## src/rtl/pwm_cfg_scheduler.sv

```systemverilog
// PWM configuration register file with staged/active copies and a shared PWM timebase.
// Writes land in the staged copy and move to the active copy atomically, either at a
// PWM period boundary or on an explicit commit write, so outputs never change mid-period.
//
// Write handshake: a transfer happens on the rising clk edge where wr_valid && wr_ready.
// The master holds wr_addr/wr_data stable while wr_valid is high and not yet accepted.
// wr_ready depends only on internal state, never on wr_valid. It drops for exactly the
// boundary cycle so that a write can never race a commit.
module pwm_cfg_scheduler #(
  parameter int CLK_DIV = 12
) (
  input  logic        clk,
  input  logic        rst_n,
  input  logic        wr_valid,
  output logic        wr_ready,
  input  logic [6:0]  wr_addr,
  input  logic [7:0]  wr_data,
  output logic        wr_err,
  output logic        pending,
  output logic        period_start,
  output logic [7:0]  pwm_cnt,
  output logic [15:0] en_out_act,
  output logic [15:0] en_pwm_act,
  output logic [7:0]  duty_act,
  output logic [15:0] pwm_out
);

  localparam int PW = (CLK_DIV > 1) ? $clog2(CLK_DIV) : 1;
  localparam logic [PW-1:0] PRESC_LAST = PW'(CLK_DIV - 1);

  logic [PW-1:0] presc;
  logic [15:0]   en_out_stg;
  logic [15:0]   en_pwm_stg;
  logic [7:0]    duty_stg;

  logic          step;
  logic          boundary;
  logic          accept;
  logic          stage_wr;
  logic          force_commit;
  logic          do_commit;
  logic          map_err;
  logic          lvl;
  logic [15:0]   pwm_next;

  // Decode timebase events and the write being accepted this cycle.
  always_comb begin
    step         = (presc == PRESC_LAST);
    boundary     = step && (pwm_cnt == 8'hFF);
    wr_ready     = ~boundary;
    accept       = wr_valid && wr_ready;
    stage_wr     = accept && (wr_addr <= 7'd4);
    force_commit = accept && (wr_addr == 7'd5) && wr_data[0];
    map_err      = accept && (wr_addr >= 7'd6);
    do_commit    = (boundary && pending) || force_commit;
    // Duty 255 is forced high so the last counter step does not drop out.
    lvl          = (duty_act == 8'hFF) || (pwm_cnt < duty_act);
    pwm_next     = en_out_act & (~en_pwm_act | {16{lvl}});
  end

  // Prescaler and PWM period counter; period_start marks the first clk of count 0.
  always_ff @(posedge clk or negedge rst_n) begin
    if (!rst_n) begin
      presc        <= '0;
      pwm_cnt      <= 8'h00;
      period_start <= 1'b0;
    end else begin
      period_start <= boundary;
      if (step) begin
        presc   <= '0;
        pwm_cnt <= pwm_cnt + 8'd1;
      end else begin
        presc <= presc + PW'(1);
      end
    end
  end

  // Staged register writes; the last write to each byte before a commit wins.
  always_ff @(posedge clk or negedge rst_n) begin
    if (!rst_n) begin
      en_out_stg <= 16'h0000;
      en_pwm_stg <= 16'h0000;
      duty_stg   <= 8'h00;
    end else if (stage_wr) begin
      case (wr_addr[2:0])
        3'd0:    en_out_stg[7:0]  <= wr_data;
        3'd1:    en_out_stg[15:8] <= wr_data;
        3'd2:    en_pwm_stg[7:0]  <= wr_data;
        3'd3:    en_pwm_stg[15:8] <= wr_data;
        default: duty_stg         <= wr_data;
      endcase
    end
  end

  // Atomic commit of all active registers, pending tracking and unmapped-address pulse.
  always_ff @(posedge clk or negedge rst_n) begin
    if (!rst_n) begin
      en_out_act <= 16'h0000;
      en_pwm_act <= 16'h0000;
      duty_act   <= 8'h00;
      pending    <= 1'b0;
      wr_err     <= 1'b0;
    end else begin
      wr_err <= map_err;
      // A staging write and a commit never share an edge: only one write per edge,
      // and no write is accepted on the boundary cycle.
      if (do_commit) begin
        en_out_act <= en_out_stg;
        en_pwm_act <= en_pwm_stg;
        duty_act   <= duty_stg;
        pending    <= 1'b0;
      end else if (stage_wr) begin
        pending <= 1'b1;
      end
    end
  end

  // Registered output pins computed from the current active registers and counter.
  always_ff @(posedge clk or negedge rst_n) begin
    if (!rst_n) begin
      pwm_out <= 16'h0000;
    end else begin
      pwm_out <= pwm_next;
    end
  end

endmodule

```

## config.mk

```make
export PLATFORM = sky130hd
export DESIGN_NAME = pwm_cfg_scheduler
export DESIGN_NICKNAME = d
export VERILOG_FILES = /design/src/rtl/pwm_cfg_scheduler.sv
export SDC_FILE = /design/constraint.sdc
export NUM_CORES = 1
export LEC_CHECK = 0
export BUFFER_PORTS_ARGS = -buffer_cell sky130_fd_sc_hd__buf_4
export CAP_MARGIN = 25
export CORE_AREA = 2 2 112 114
export CTS_BUF_LIST = sky130_fd_sc_hd__clkbuf_16
export DETAILED_ROUTE_END_ITERATION = 10
export DIE_AREA = 0 0 114 116
export PLACE_DENSITY = 0.61
export SLEW_MARGIN = 0
export SYNTH_ARGS = -nofsm -noshare
export SYNTH_HDL_FRONTEND = slang
export SYNTH_SLANG_ARGS = --single-unit
export TNS_END_PERCENT = 30
```

## constraint.sdc

```tcl
create_clock -name clk -period 3.65 [get_ports clk]
set_input_delay 0.73 -clock clk [delete_from_list [all_inputs] [get_ports clk]]
set_output_delay 0.73 -clock clk [all_outputs]
set_load 0.03 [all_outputs]
```

==> impl_metrics.json, run 1 <==
{
  "post-cts-setup-buffer-count": 0,
  "relSlewSlack_pct": 39.4,
  "h-tree-depth": 3,
  "fin_hold_ws_ps": 464,
  "viasPerCell": 4.97,
  "outcome": "complete, no violations",
  "num_antenna_cells": 0,
  "crit_path_end_kind": "register",
  "synth-edff-count": 0,
  "final_util_pct": 47.3,
  "regArea_sq_um": 2780,
  "grt_max_degree": 75,
  "yosysSeqAreaShare_pct": 61.8,
  "power_density_nw_per_um2": 446,
  "ios": 86,
  "timing_hold_violations_final": 0,
  "power_frac_clock_pct": 43.7,
  "synth_cells": 295,
  "synth_area_per_cell_sq_um": 15.2,
  "wl_per_cell_um": 17.2,
  "synthArstFlopShare_pct": 100,
  "final_common_cell": "dfrtp_1",
  "fin_ws_ps": 823,
  "hp-class": "reg -> reg",
  "tns_ps": 0,
  "cts_buffers": 9,
  "clk_latency_ps": 350,
  "fin_area_sq_um": 5630,
  "combPwrFrac_pct": 4.8,
  "synthFlopType": "dfrtp_1",
  "syn_to_final_growth_pct": 25.2,
  "dp_hpwl_mm": 6.37,
  "tritoncts": "yes",
  "cts_hold_buf": 0,
  "detail-route-antenna-nets": 0,
  "cap_violations": 0,
  "skew_ps": 11.3,
  "drc_errors": 0,
  "internal_power_mw": 1.99,
  "startpoint_type": "register",
  "synthesis.area_sq_um": 4500,
  "fp-row-count": 40,
  "worst_pin_slew_ps": 909,
  "antenna_found_initial": 0,
  "core_area_sq_um": 11900,
  "post-place-ws_ps": 802,
  "drv_slew": 0,
  "drtPass1Iterations": 4,
  "drive_gt1_share_pct": 49.5,
  "clk_path_buf_depth": 2,
  "overflow": 0,
  "die_y_um": 116,
  "wl_mm": 9.27,
  "p_leak_nw": 2.97,
  "period_needed_ps": 2830,
  "cts.reportedPaths.clkPinSlew_ps": 70,
  "crit_path_max_fanout": 24,
  "worstPathRequired_ps": 3880,
  "synth_cell_types": 40,
  "grt_usage_pct": 15.0,
  "p_switching_uw": 518,
  "setup_viol": 0,
  "placed_area_sq_um": 5290,
  "ys.warnings.count": 0,
  "layout.cells.most_common_list": "111 x dfrtp_1, 90 x buf_4, 76 x mux2_2, 16 x a21boi_0",
  "timing.fmax_mhz": 354,
  "portBuffers": 85,
  "nets": 414,
  "start_util_pct": 37.8,
  "cts_root_buf": "clkbuf_16",
  "swShare_pct": 20.6,
  "dieArea_sq_um": 13200,
  "power_frac_seq_pct": 51.4,
  "rsz0062_at_grt": "no",
  "crit_arrival_ps": 3050,
  "die_x_um": 114,
  "fillerInstances": 1092,
  "period_share_pct": 77.5,
  "grt_pass1_vias": 2773,
  "path_class": "reg -> reg",
  "drt_iter0_markers": 102,
  "ir_drop_mv": 0.224,
  "multi_input_area_sq_um": 1630,
  "gp_congestion": 0.782,
  "dr_total_vias": 2680,
  "numClockSinks": 111,
  "synth_fp_nets": 322,
  "cts.repair.resized": 0,
  "ys_ff_latch": 111,
  "grt_pass1_wl_mm": 15.1
}
==> critical path: stages, from the launching register on <==
cell,delay (ps)
dfrtp_1,430
ha_1,220
nand3_1,130
o311a_4,420
a32oi_4,670
buf_4,450
mux2_2,380
==> synthesized netlist by cell type (2+ instances only) <==
cell | n | area share, %
buf_4 | 2 | 0.33
inv_1 | 8 | 0.67
nand2_1 | 10 | 0.83
o21ai_0 | 3 | 0.33
and3_1 | 3 | 0.42
ha_1 | 9 | 2.5
a21boi_0 | 16 | 2.7
dfrtp_1 | 111 | 62
mux2_2 | 76 | 19
xor2_1 | 3 | 0.58
a21oi_1 | 2 | 0.22
buf_2 | 2 | 0.22
and3b_1 | 2 | 0.39
buf_6 | 3 | 0.75
nand4_1 | 5 | 0.70
xnor2_1 | 5 | 0.97
nor2_1 | 8 | 0.67
mux2_4 | 5 | 1.7
==> state kept, by name, indices dropped and copies added, names as in the netlist <==
| register | flops |
|---|---|
| en_out_act | 16 |
| en_out_stg | 16 |
| en_pwm_act | 16 |
| en_pwm_stg | 16 |
| pwm_out | 16 |
| duty_act | 8 |
| duty_stg | 8 |
| pwm_cnt | 8 |
| presc | 4 |
| pending | 1 |
| period_start | 1 |
| wr_err | 1 |
==> per-layer routing <==
metal / share of wire [%] / GRT usage, % / up-vias
met4: 1.6 / 5.85 / 0
met3: 4.0 / 2.82 / 14
met1: 48 / 20.5 / 1375
li1: - / - / 1237
met5: 0 / 0 / -
met2: 47 / 23.9 / 54
==> metrics by stage <==
stage	power, mW	cells
finish	2.51	539
CTS	2.54	539
global route	2.60	539
floorplan	1.37	295
global placement	1.44	523
detailed placement	1.44	523
==> path summary, 6_finish.rpt <==
path	from	endpoint	slack, ps	cells past startpoint
max	pwm_cnt[1]$_DFFE_PN0N_	duty_act[6]$_DFFE_PN0P_	820	6
min	presc[0]$_DFF_PN0_	presc[0]$_DFF_PN0_	460	1
max reg2reg	pwm_cnt[1]$_DFFE_PN0N_	duty_act[6]$_DFFE_PN0P_	820	6
min reg2reg	presc[0]$_DFF_PN0_	presc[0]$_DFF_PN0_	460	1
max in group asynchronous	rst_n	en_pwm_stg[5]$_DFFE_PN0P_	2310	2
min in group asynchronous	rst_n	wr_err$_DFF_PN0_	500	1
==> power by group through the flow <==
stage	Combinational [mW]	Sequential [mW]	Clock (mW)
finish	0.121	1.29	1.10
CTS	0.126	1.29	1.12
detailed placement	0.126	1.32	0
global route	0.136	1.30	1.17
floorplan	0.0452	1.32	0
global placement	0.122	1.31	0
==> logic make-up after synthesis <==
group | count (synthesis) | synth area share (%)
mux | 81 | 20.7
xor+xnor | 8 | 1.56
simple gates | 40 | 5.65
compound gates | 29 | 5.45
buf+inv | 17 | 2.39
fa+ha+maj | 9 | 2.50
flops | 111 | 61.8
==> area by class of cell <==
cell class	instances	area share (%)
sequential	111	49.3
multi-input combinational	167	28.9
timing repair buffer	90	12.0
clock buffer	9	4.00
tap	147	3.27
clock inverter	7	2.02
inverter	8	0.533
Note: power is estimated with default switching activity, not from simulation.
==> run 2, diff against run 1 <==
clock period = 2.76 ns   (was 3.65 ns; I/O delays follow)
==> impl_metrics.json, run 2 (synthesis results as in run 1) <==
{
  "outcome": "complete, no violations",
  "antenna_found_initial": 0,
  "path_cells": "ha_1, nand3_1, o311a_4, a32oi_4, buf_4, mux2_2",
  "timing_hold_violations_final": 0,
  "crit_path_max_fanout": 25,
  "gp_congestion": 0.744,
  "grt_max_degree": 54,
  "worstPathRequired_ps": 2990,
  "timing.fmax_mhz": 417,
  "drtPass1Iterations": 4,
  "h-tree-depth": 3,
  "relSlewSlack_pct": 56.1,
  "overflow": 0,
  "grt_pass1_vias": 2861,
  "syn_to_final_growth_pct": 24.7,
  "cts.repair.resized": 0,
  "drv_slew": 0,
  "nets": 416,
  "drc_errors": 0,
  "die_x_um": 114,
  "cts_buffers": 9,
  "p_leak_nw": 2.96,
  "wl_mm": 9.10,
  "num_antenna_cells": 0,
  "tritoncts": "yes",
  "cts_root_buf": "clkbuf_16",
  "cp_slowest_cell": "dfrtp_1",
  "drt_iter0_markers": 145,
  "cts.reportedPaths.clkPinSlew_ps": 70,
  "skew_ps": 7.48,
  "rsz0062_at_grt": "no",
  "crit_arrival_ps": 2630,
  "setup_viol": 0,
  "layout.cells.most_common_list": "111 x dfrtp_1, 91 x buf_4, 76 x mux2_2, 16 x a21boi_0, 10 x nand2_1",
  "ios": 86,
  "clk_path_buf_depth": 2,
  "finalNonFillerCells": 541,
  "portBuffers": 85,
  "start_util_pct": 37.8,
  "final_util_pct": 47.1,
  "dr_total_vias": 2701,
  "clk_latency_ps": 350,
  "period_needed_ps": 2400,
  "worst_pin_slew_ps": 658,
  "core_area_sq_um": 11900,
  "numClockSinks": 111,
  "final_common_cell": "dfrtp_1",
  "slowest_delay_ps": 440,
  "regArea_sq_um": 2780,
  "fp-row-count": 40,
  "power_mw": 3.14,
  "hp-class": "in -> async",
  "ir_drop_mv": 0.460,
  "grt_pass1_wl_mm": 15.1,
  "viasPerCell": 4.99,
  "drive_gt1_share_pct": 49.7,
  "die_y_um": 116,
  "power_density_nw_per_um2": 560,
  "cap_violations": 0,
  "dp_cells": 525,
  "dp_hpwl_mm": 6.42,
  "tns_ps": 0,
  "wl_per_cell_um": 16.8,
  "fillerInstances": 1104,
  "startpoint_type": "register",
  "crit_path_end_kind": "register",
  "path_class": "reg -> reg",
  "grt_usage_pct": 15.0,
  "dieArea_sq_um": 13200,
  "cts_hold_buf": 0,
  "period_share_pct": 86.8,
  "fin_hold_ws_ps": 141,
  "detail-route-antenna-nets": 0,
  "post-cts-setup-buffer-count": 0,
  "multi_input_area_sq_um": 1630
}
run 2: cell count changes in the layout (fill, tap and decap cells not counted), sizes merged:
cell | before | now
buf | 90 | 92
bufinv | 3 | 1
clkinv | 1 | 5
clkinvlp | 1 | 0
inv | 10 | 9
run 2: worst max-delay path: cells and delay by family, from the launching register on:
family / cells / cell delay, ps
adder cells (fa/ha/maj): 1 / 220
AO/OA/AOI/OAI: 2 / 690
flip-flops: 1 / 440
multiplexers: 1 / 380
buffers and inverters: 1 / 380
AND/OR/NAND/NOR: 1 / 160
run 2: metrics by stage:
stage / instance area (sq um) / setup slack, ps
CTS: 5610 / 349
global placement: 5320 / 283
detailed placement: 5320 / 291
floorplan: 4500 / 502
finish: 5610 / 364
global route: 5610 / 248
run 2: final timing paths:
kind | endpoint | slack (ps) | cells past startpoint | startpoint
setup reg to reg | duty_act[7]$_DFFE_PN0P_ | 360 | 6 | pwm_cnt[1]$_DFFE_PN0N_
max in group asynchronous | pwm_out[14]$_DFF_PN0_ | 1900 | 2 | rst_n
hold / removal | presc[3]$_DFF_PN0_ | 140 | 1 | rst_n
setup / recovery | duty_act[7]$_DFFE_PN0P_ | 360 | 6 | pwm_cnt[1]$_DFFE_PN0N_
hold reg to reg | presc[0]$_DFF_PN0_ | 470 | 1 | presc[0]$_DFF_PN0_
min in group clk | pending$_DFFE_PN0P_ | 450 | 2 | wr_addr[2]
run 2: power breakdown:
part	switching [mW]	leakage [nW]	internal, mW	total [mW]
Sequential	0.0302	1.52	1.68	1.71
Combinational	0.0873	1.29	0.0760	0.163
Clock	0.568	0.144	0.696	1.26
Total	0.686	2.96	2.45	3.14
run 2: layer usage:
| metal | GRT usage [%] | wire (um) | vias to the layer above |
|---|---|---|---|
| li1 | - | - | 1237 |
| met1 | 19.3 | 4040 | 1398 |
| met2 | 24.4 | 4480 | 58 |
| met3 | 5.28 | 495 | 8 |
| met4 | 3.90 | 76 | 0 |
| met5 | 0 | 0 | - |
run 2: cell type report:
type | count | area share (%)
Clock buffer | 9 | 4.02
Sequential cell | 111 | 49.5
Tap cell | 147 | 3.28
Multi-Input combinational cell | 167 | 29.0
Clock inverter | 7 | 1.09
Inverter | 8 | 0.535
Timing Repair Buffer | 92 | 12.5
